[src/rtl/prog_loader_if.sv]
// rtl/prog_loader_if.sv - byte-stream intake and memory write port of the program loader
interface prog_loader_if #(
  parameter int DATA_WIDTH = 8,
  parameter int ADDR_WIDTH = 5
);
  logic                  in_valid;
  logic [DATA_WIDTH-1:0] in_data;
  logic                  in_ready;
  logic                  mem_wr_en;
  logic [ADDR_WIDTH-1:0] mem_addr;
  logic [DATA_WIDTH-1:0] mem_wr_data;

  modport master (
    output in_valid, in_data,
    input  in_ready, mem_wr_en, mem_addr, mem_wr_data
  );

  modport slave (
    input  in_valid, in_data,
    output in_ready, mem_wr_en, mem_addr, mem_wr_data
  );
endinterface

[src/rtl/prog_loader.sv]
// rtl/prog_loader.sv - framed program loader, CPU reset sequencer and run monitor
// Optional RUN watchdog enabled by defining PROG_LOADER_TIMEOUT_EN.
module prog_loader #(
  parameter int DATA_WIDTH     = 8,
  parameter int ADDR_WIDTH     = 5,
  parameter int RST_HOLD       = 2,
  parameter int TIMEOUT_CYCLES = 1200
) (
  input  logic        clk_,
  input  logic        rst,
  input  logic        start,
  prog_loader_if.slave bus,
  output logic        cpu_rst_n,
  input  logic        halt,
  output logic        busy,
  output logic        done,
  output logic        error,
  output logic [1:0]  err_code,
  output logic [15:0] run_cycles
);
  localparam int CAP = 1 << ADDR_WIDTH;

  typedef enum logic [2:0] {
    S_IDLE, S_LEN, S_LOAD, S_CSUM, S_HOLD, S_RUN, S_HALTED, S_ERROR
  } state_t;

  state_t state_q, state_d;

  logic [DATA_WIDTH-1:0] len_q;
  logic [DATA_WIDTH-1:0] sum_q;
  logic [ADDR_WIDTH:0]   cnt_q;
  logic [7:0]            hold_cnt_q;

  logic accept, restart, len_bad, last_byte, timeout_hit;
  logic in_ready_d, busy_d, done_d, error_d, cpu_rst_n_d, wr_d;
  logic [1:0] err_code_d;

  assign accept    = bus.in_valid && bus.in_ready;
  assign restart   = start && (state_q == S_IDLE || state_q == S_HALTED || state_q == S_ERROR);
  assign len_bad   = (bus.in_data == '0) || (int'(bus.in_data) > CAP);
  assign last_byte = (int'(cnt_q) + 1 == int'(len_q));

`ifdef PROG_LOADER_TIMEOUT_EN
  assign timeout_hit = (run_cycles == 16'(TIMEOUT_CYCLES - 1));
`else
  assign timeout_hit = 1'b0;
`endif

  always_ff @(posedge clk_ or posedge rst) begin
    if (rst) state_q <= S_IDLE;
    else     state_q <= state_d;
  end

  always_comb begin
    state_d = state_q;
    case (state_q)
      S_IDLE:   if (start) state_d = S_LEN;
      S_LEN:    if (accept) state_d = len_bad ? S_ERROR : S_LOAD;
      S_LOAD:   if (accept && last_byte) state_d = S_CSUM;
      S_CSUM:   if (accept) state_d = (bus.in_data == sum_q) ? S_HOLD : S_ERROR;
      S_HOLD:   if (hold_cnt_q == 8'(RST_HOLD - 1)) state_d = S_RUN;
      S_RUN: begin
        if (halt)             state_d = S_HALTED;
        else if (timeout_hit) state_d = S_ERROR;
      end
      S_HALTED: if (start) state_d = S_LEN;
      S_ERROR:  if (start) state_d = S_LEN;
      default:  state_d = S_IDLE;
    endcase
  end

  // Status outputs are registered copies of what the next state implies.
  always_comb begin
    in_ready_d  = (state_d == S_LEN) || (state_d == S_LOAD) || (state_d == S_CSUM);
    busy_d      = in_ready_d || (state_d == S_HOLD) || (state_d == S_RUN);
    done_d      = (state_d == S_HALTED);
    error_d     = (state_d == S_ERROR);
    cpu_rst_n_d = (state_d == S_RUN) || (state_d == S_HALTED);
    wr_d        = (state_q == S_LOAD) && accept;
    err_code_d  = err_code;
    if (restart) err_code_d = 2'd0;
    if (state_d == S_ERROR && state_q != S_ERROR) begin
      case (state_q)
        S_LEN:   err_code_d = 2'd1;
        S_CSUM:  err_code_d = 2'd2;
        default: err_code_d = 2'd3;
      endcase
    end
  end

  always_ff @(posedge clk_ or posedge rst) begin
    if (rst) begin
      bus.in_ready    <= 1'b0;
      bus.mem_wr_en   <= 1'b0;
      bus.mem_addr    <= '0;
      bus.mem_wr_data <= '0;
      cpu_rst_n       <= 1'b0;
      busy            <= 1'b0;
      done            <= 1'b0;
      error           <= 1'b0;
      err_code        <= 2'd0;
      run_cycles      <= 16'd0;
      len_q           <= '0;
      sum_q           <= '0;
      cnt_q           <= '0;
      hold_cnt_q      <= 8'd0;
    end else begin
      bus.in_ready  <= in_ready_d;
      bus.mem_wr_en <= wr_d;
      cpu_rst_n     <= cpu_rst_n_d;
      busy          <= busy_d;
      done          <= done_d;
      error         <= error_d;
      err_code      <= err_code_d;
      if (wr_d) begin
        bus.mem_addr    <= cnt_q[ADDR_WIDTH-1:0];
        bus.mem_wr_data <= bus.in_data;
        cnt_q           <= cnt_q + (ADDR_WIDTH + 1)'(1);
        sum_q           <= sum_q + bus.in_data;
      end
      if (state_q == S_LEN && accept) len_q <= bus.in_data;
      hold_cnt_q <= (state_q == S_HOLD) ? hold_cnt_q + 8'd1 : 8'd0;
      if (state_q == S_RUN && run_cycles != 16'hFFFF) run_cycles <= run_cycles + 16'd1;
      if (restart) begin
        cnt_q      <= '0;
        sum_q      <= '0;
        run_cycles <= 16'd0;
      end
    end
  end
endmodule

[src/flat_wrapper.sv]
// flat-port wrapper written by rule: the top's interface ports become plain ports
module prog_loader_flat 
#(
  parameter int DATA_WIDTH     = 8,
  parameter int ADDR_WIDTH     = 5,
  parameter int RST_HOLD       = 2,
  parameter int TIMEOUT_CYCLES = 1200
)
  (clk_, rst, start, cpu_rst_n, halt, busy, done, error, err_code, run_cycles, bus_in_valid, bus_in_data, bus_in_ready, bus_mem_wr_en, bus_mem_addr, bus_mem_wr_data);
  prog_loader_if #(.DATA_WIDTH(DATA_WIDTH), .ADDR_WIDTH(ADDR_WIDTH)) bus_i ();
  input  logic clk_;
  input  logic rst;
  input  logic start;
  output logic cpu_rst_n;
  input  logic halt;
  output logic busy;
  output logic done;
  output logic error;
  output logic [1:0] err_code;
  output logic [15:0] run_cycles;
  input wire logic [$bits(bus_i.in_valid)-1:0] bus_in_valid;
  input wire logic [$bits(bus_i.in_data)-1:0] bus_in_data;
  output wire logic [$bits(bus_i.in_ready)-1:0] bus_in_ready;
  output wire logic [$bits(bus_i.mem_wr_en)-1:0] bus_mem_wr_en;
  output wire logic [$bits(bus_i.mem_addr)-1:0] bus_mem_addr;
  output wire logic [$bits(bus_i.mem_wr_data)-1:0] bus_mem_wr_data;
  assign bus_i.in_valid = bus_in_valid;
  assign bus_i.in_data = bus_in_data;
  assign bus_in_ready = bus_i.in_ready;
  assign bus_mem_wr_en = bus_i.mem_wr_en;
  assign bus_mem_addr = bus_i.mem_addr;
  assign bus_mem_wr_data = bus_i.mem_wr_data;
  prog_loader #(.DATA_WIDTH(DATA_WIDTH), .ADDR_WIDTH(ADDR_WIDTH), .RST_HOLD(RST_HOLD), .TIMEOUT_CYCLES(TIMEOUT_CYCLES)) u_core (.clk_(clk_), .rst(rst), .start(start), .bus(bus_i), .cpu_rst_n(cpu_rst_n), .halt(halt), .busy(busy), .done(done), .error(error), .err_code(err_code), .run_cycles(run_cycles));
endmodule
[config.mk]
export PLATFORM = sky130hd
export DESIGN_NAME = prog_loader_flat
export DESIGN_NICKNAME = d
export VERILOG_FILES = /design/src/rtl/prog_loader_if.sv /design/src/rtl/prog_loader.sv /design/src/flat_wrapper.sv
export SDC_FILE = /design/constraint.sdc
export NUM_CORES = 1
export LEC_CHECK = 0
export CAP_MARGIN = 25
export CORE_MARGIN = 2
export CORE_UTILIZATION = 42
export CTS_CLUSTER_DIAMETER = 120
export DETAILED_ROUTE_END_ITERATION = 6
export PLACE_DENSITY = 0.62
export SETUP_SLACK_MARGIN = 0.5
export SLEW_MARGIN = 30
export SYNTH_ARGS = -nofsm -noshare
export SYNTH_HDL_FRONTEND = slang
export SYNTH_SLANG_ARGS = --single-unit
[constraint.sdc]
create_clock -name clk_ -period 2.4 [get_ports clk_]
set_input_delay 0.48 -clock clk_ [delete_from_list [all_inputs] [get_ports clk_]]
set_output_delay 0.48 -clock clk_ [all_outputs]
set_load 0.005 [all_outputs]
==> reports/metrics.cfg <==
[critical_path]
cp.required_ns = 2.63
cp_max_fo = 6
critPathArrivalTime_ns = 2.42
startpoint_type = flop
crit_type = flop to flop
r2r_setup_slack_ns = 0.21
r2r_start = u_core.sum_q[6]
ff2ff_path_depth = 7
timing.rr.end = u_core.err_code[1]
end_kind = flop

[drt]
drt_first_iter_violations = 80
wl_per_cell_um = 15.4
drt_wl_total_um = 8990
dr_total_vias = 3069
first_pass_iters = 4
drtAntennaViolNets = 0
vias_per_cell = 5.25
drc = 0

[power_and_ir_drop]
fin_total_pwr_mw = 4.96
power.density_nw_per_um2 = 973
ir_drop_mv = 0.427
p_leak_nw = 2.20

[final_layout]
multi_input_area_um2 = 2060
seqCellArea_um2 = 1750
drive_gt1_share_pct = 27.0
antenna_cells = 0
final_nets = 497
fin_area_um2 = 5100
area_delta_synth_final_pct = 36.2
fillCellCount = 780

[clock_network]
cts_buffers = 9
clock-sinks = 70
path_clk_slew_ns = 0.07
clockBufferDepth = 2
clock_latency_ns = 0.33
cts_tree = built
ctsHoldBuffers = 0
cts_root_buf = clkbuf_8
htree_levels = 3

[die]
fp.dieH_um = 98.4
initial_utilization_pct = 43.2
dieArea_um2 = 9690
pin_count = 50
rows = 34
core-area_um2 = 8680
die_w_um = 98.4

[global_routing]
grt_max_degree = 71
grtUsageTotal_pct = 19.2
grt_antenna_before_repair = 0
grt_pass1_vias = 3152
grt_pass1_wl_um = 15000
overflow = 0

[min_path]
hold_class = flop to flop
hp-start = u_core.bus.mem_wr_data[6]
whs_path_depth = 2
hold_end = u_core.bus.mem_wr_data[6]

[placed_design]
place_hpwl_um = 6150
placed_area_um2 = 4620
place_congestion = 0.772
portBuffers = 49

[yosys]
ys_top_cells_by_count = dfrtp_1 (70), nand2_1 (65), nor2_1 (38)
synth.ff_latch_count = 70
post_synth_num_cell_types = 64
synth_flop_cell = dfrtp_1
yosysSeqAreaShare_pct = 46.8
syn_nets = 406
synth-simple-area-share_pct = 22.9
syn_area_per_cell_um2 = 9.83
synth_top_family_by_area = simple AND/OR/NAND/NOR gates
synth_compound_area_share_pct = 11.8
synth.area.mux_share_pct = 2.94
synthAdderAreaFrac_pct = 4.21
synth_area_um2 = 3740
synth-xor-area-share_pct = 7.02
synth_area_leaders = dfrtp_1 (47%), nand2_1 (6.5%), xor2_1 (4.2%)
synthCells = 381
yosysMostFrequentCell = dfrtp_1
synth_largest_area_cell = dfrtp_1
synth_edf_count = 0
synth.top_cell.area_share_pct = 46.8
synthArstFlopShare_pct = 100
synth-warning-count = 0

[timing]
setup_viol = 0
finalClockSkew_ns = 0.00679
post-route-period-util_pct = 91.3
tightest_slew_ns = 0.449
finalMaxSlewViolations = 0
rsz0062_at_grt = true
max_freq_ghz = 0.456
hold_viol_final = 0
fin_crit_ns = 2.19
maxSlewHeadroom_pct = 69.8

[status]
status = complete, no violations

[flow_run]
cap_violations = 0

[kinds of logic after synthesis]
logic type,count (synthesis)
and+or+nand+nor,170
DFF,70
AOI/OAI and AO/OA,58
buffers and inverters,31
xor gates and xnor gates,30
adders and majority gates,12
muxes,10
[flip-flops by register name, indices dropped and copies added (netlist names)]
register                flops
u_core.bus.mem_wr_en        1
u_core.len_q                8
u_core.err_code             2
u_core.hold_cnt_q           8
u_core.state_q              3
u_core.run_cycles          16
u_core.done                 1
u_core.sum_q                8
u_core.error                1
u_core.cpu_rst_n            1
u_core.bus.in_ready         1
u_core.bus.mem_addr         5
u_core.cnt_q                6
u_core.busy                 1
u_core.bus.mem_wr_data      8
[placed cells by master (no fill, tap or decap), types with 3 or more instances in the layout]
cell type,instances
mux2_2,8
dfrtp_1,68
inv_1,8
buf_4,44
clkbuf_8,10
ha_4,6
nand4_1,9
buf_6,3
o21ai_0,15
or3_1,5
clkdlybuf4s15_1,3
inv_2,4
nor2_1,36
o22ai_1,7
and3_1,8
nand2_1,65
nor3_1,5
nand2b_1,3
clkdlybuf4s15_2,4
clkdlybuf4s50_1,40
nand3_1,11
xor2_1,17
xnor2_1,12
ha_1,5
a21oi_1,3
[layout make-up]
| class | instances | share of cell area (%) |
|---|---|---|
| sequential | 70 | 34.4 |
| clock inverter | 4 | 1.37 |
| multi-input combinational | 280 | 40.4 |
| tap | 108 | 2.65 |
| inverter | 14 | 1.10 |
| timing repair buffer | 97 | 17.2 |
| clock buffer | 12 | 2.85 |
[what timing repair did]
item	CTS	global route
resized for setup	41	14
setup endpoints to repair	13	23
hold endpoints to repair	0	0
pin swaps	22	4
setup buffers	10	4
[where the power goes]
part	switching (mW)	leakage, nW	internal, mW	total [mW]
clock	0.440	0.110	0.612	1.05
combinational	0.971	1.16	1.17	2.14
sequential	0.282	0.930	1.49	1.77
total	1.69	2.20	3.27	4.96
[per-stage QoR]
stage | util (%) | setup TNS, ns | std cells | hold WS, ns | setup WS (ns)
5_1_grt | 58.8 | 0 | 585 | 0.518 | 0.116
2_1_floorplan | - | 0 | 381 | 0.468 | 0.201
3_5_place_dp | 53.3 | -4.14 | 555 | 0.470 | -0.472
6_report | 58.8 | 0 | 585 | 0.479 | 0.208
4_1_cts | 57.9 | 0 | 581 | 0.488 | 0.238
3_3_place_gp | 53.3 | -3.81 | 555 | 0.458 | -0.432
[worst max path at each step]
stage                         start                  to  slack (ns)  depth (start not counted)
detailed placement   bus_in_data[0]  u_core.err_code[1]       -0.47                          9
finish              u_core.sum_q[6]  u_core.err_code[1]        0.21                          7
global route        u_core.sum_q[3]  u_core.err_code[0]        0.12                          8
global placement     bus_in_data[0]  u_core.err_code[1]       -0.43                          9
floorplan            bus_in_data[0]  u_core.err_code[1]        0.20                          7
CTS                 u_core.sum_q[6]  u_core.err_code[1]        0.24                          7
[critical path, stage by stage, from the launching register on]
cell	delay, ns
dfrtp_1	0.42
ha_4	0.23
or4_4	0.55
nor4_4	0.24
nor3_2	0.07
nand3b_4	0.16
o21a_4	0.23
a22o_1	0.19
[metal layers]
metal	track usage, %	up-vias	part of all wire, %
met5	0	-	0
met4	5.80	0	1.5
met3	3.33	17	3.5
met2	33.0	72	50
met1	24.7	1485	45
li1	-	1495	-
No activity file was read; power rests on OpenSTA's default activity.
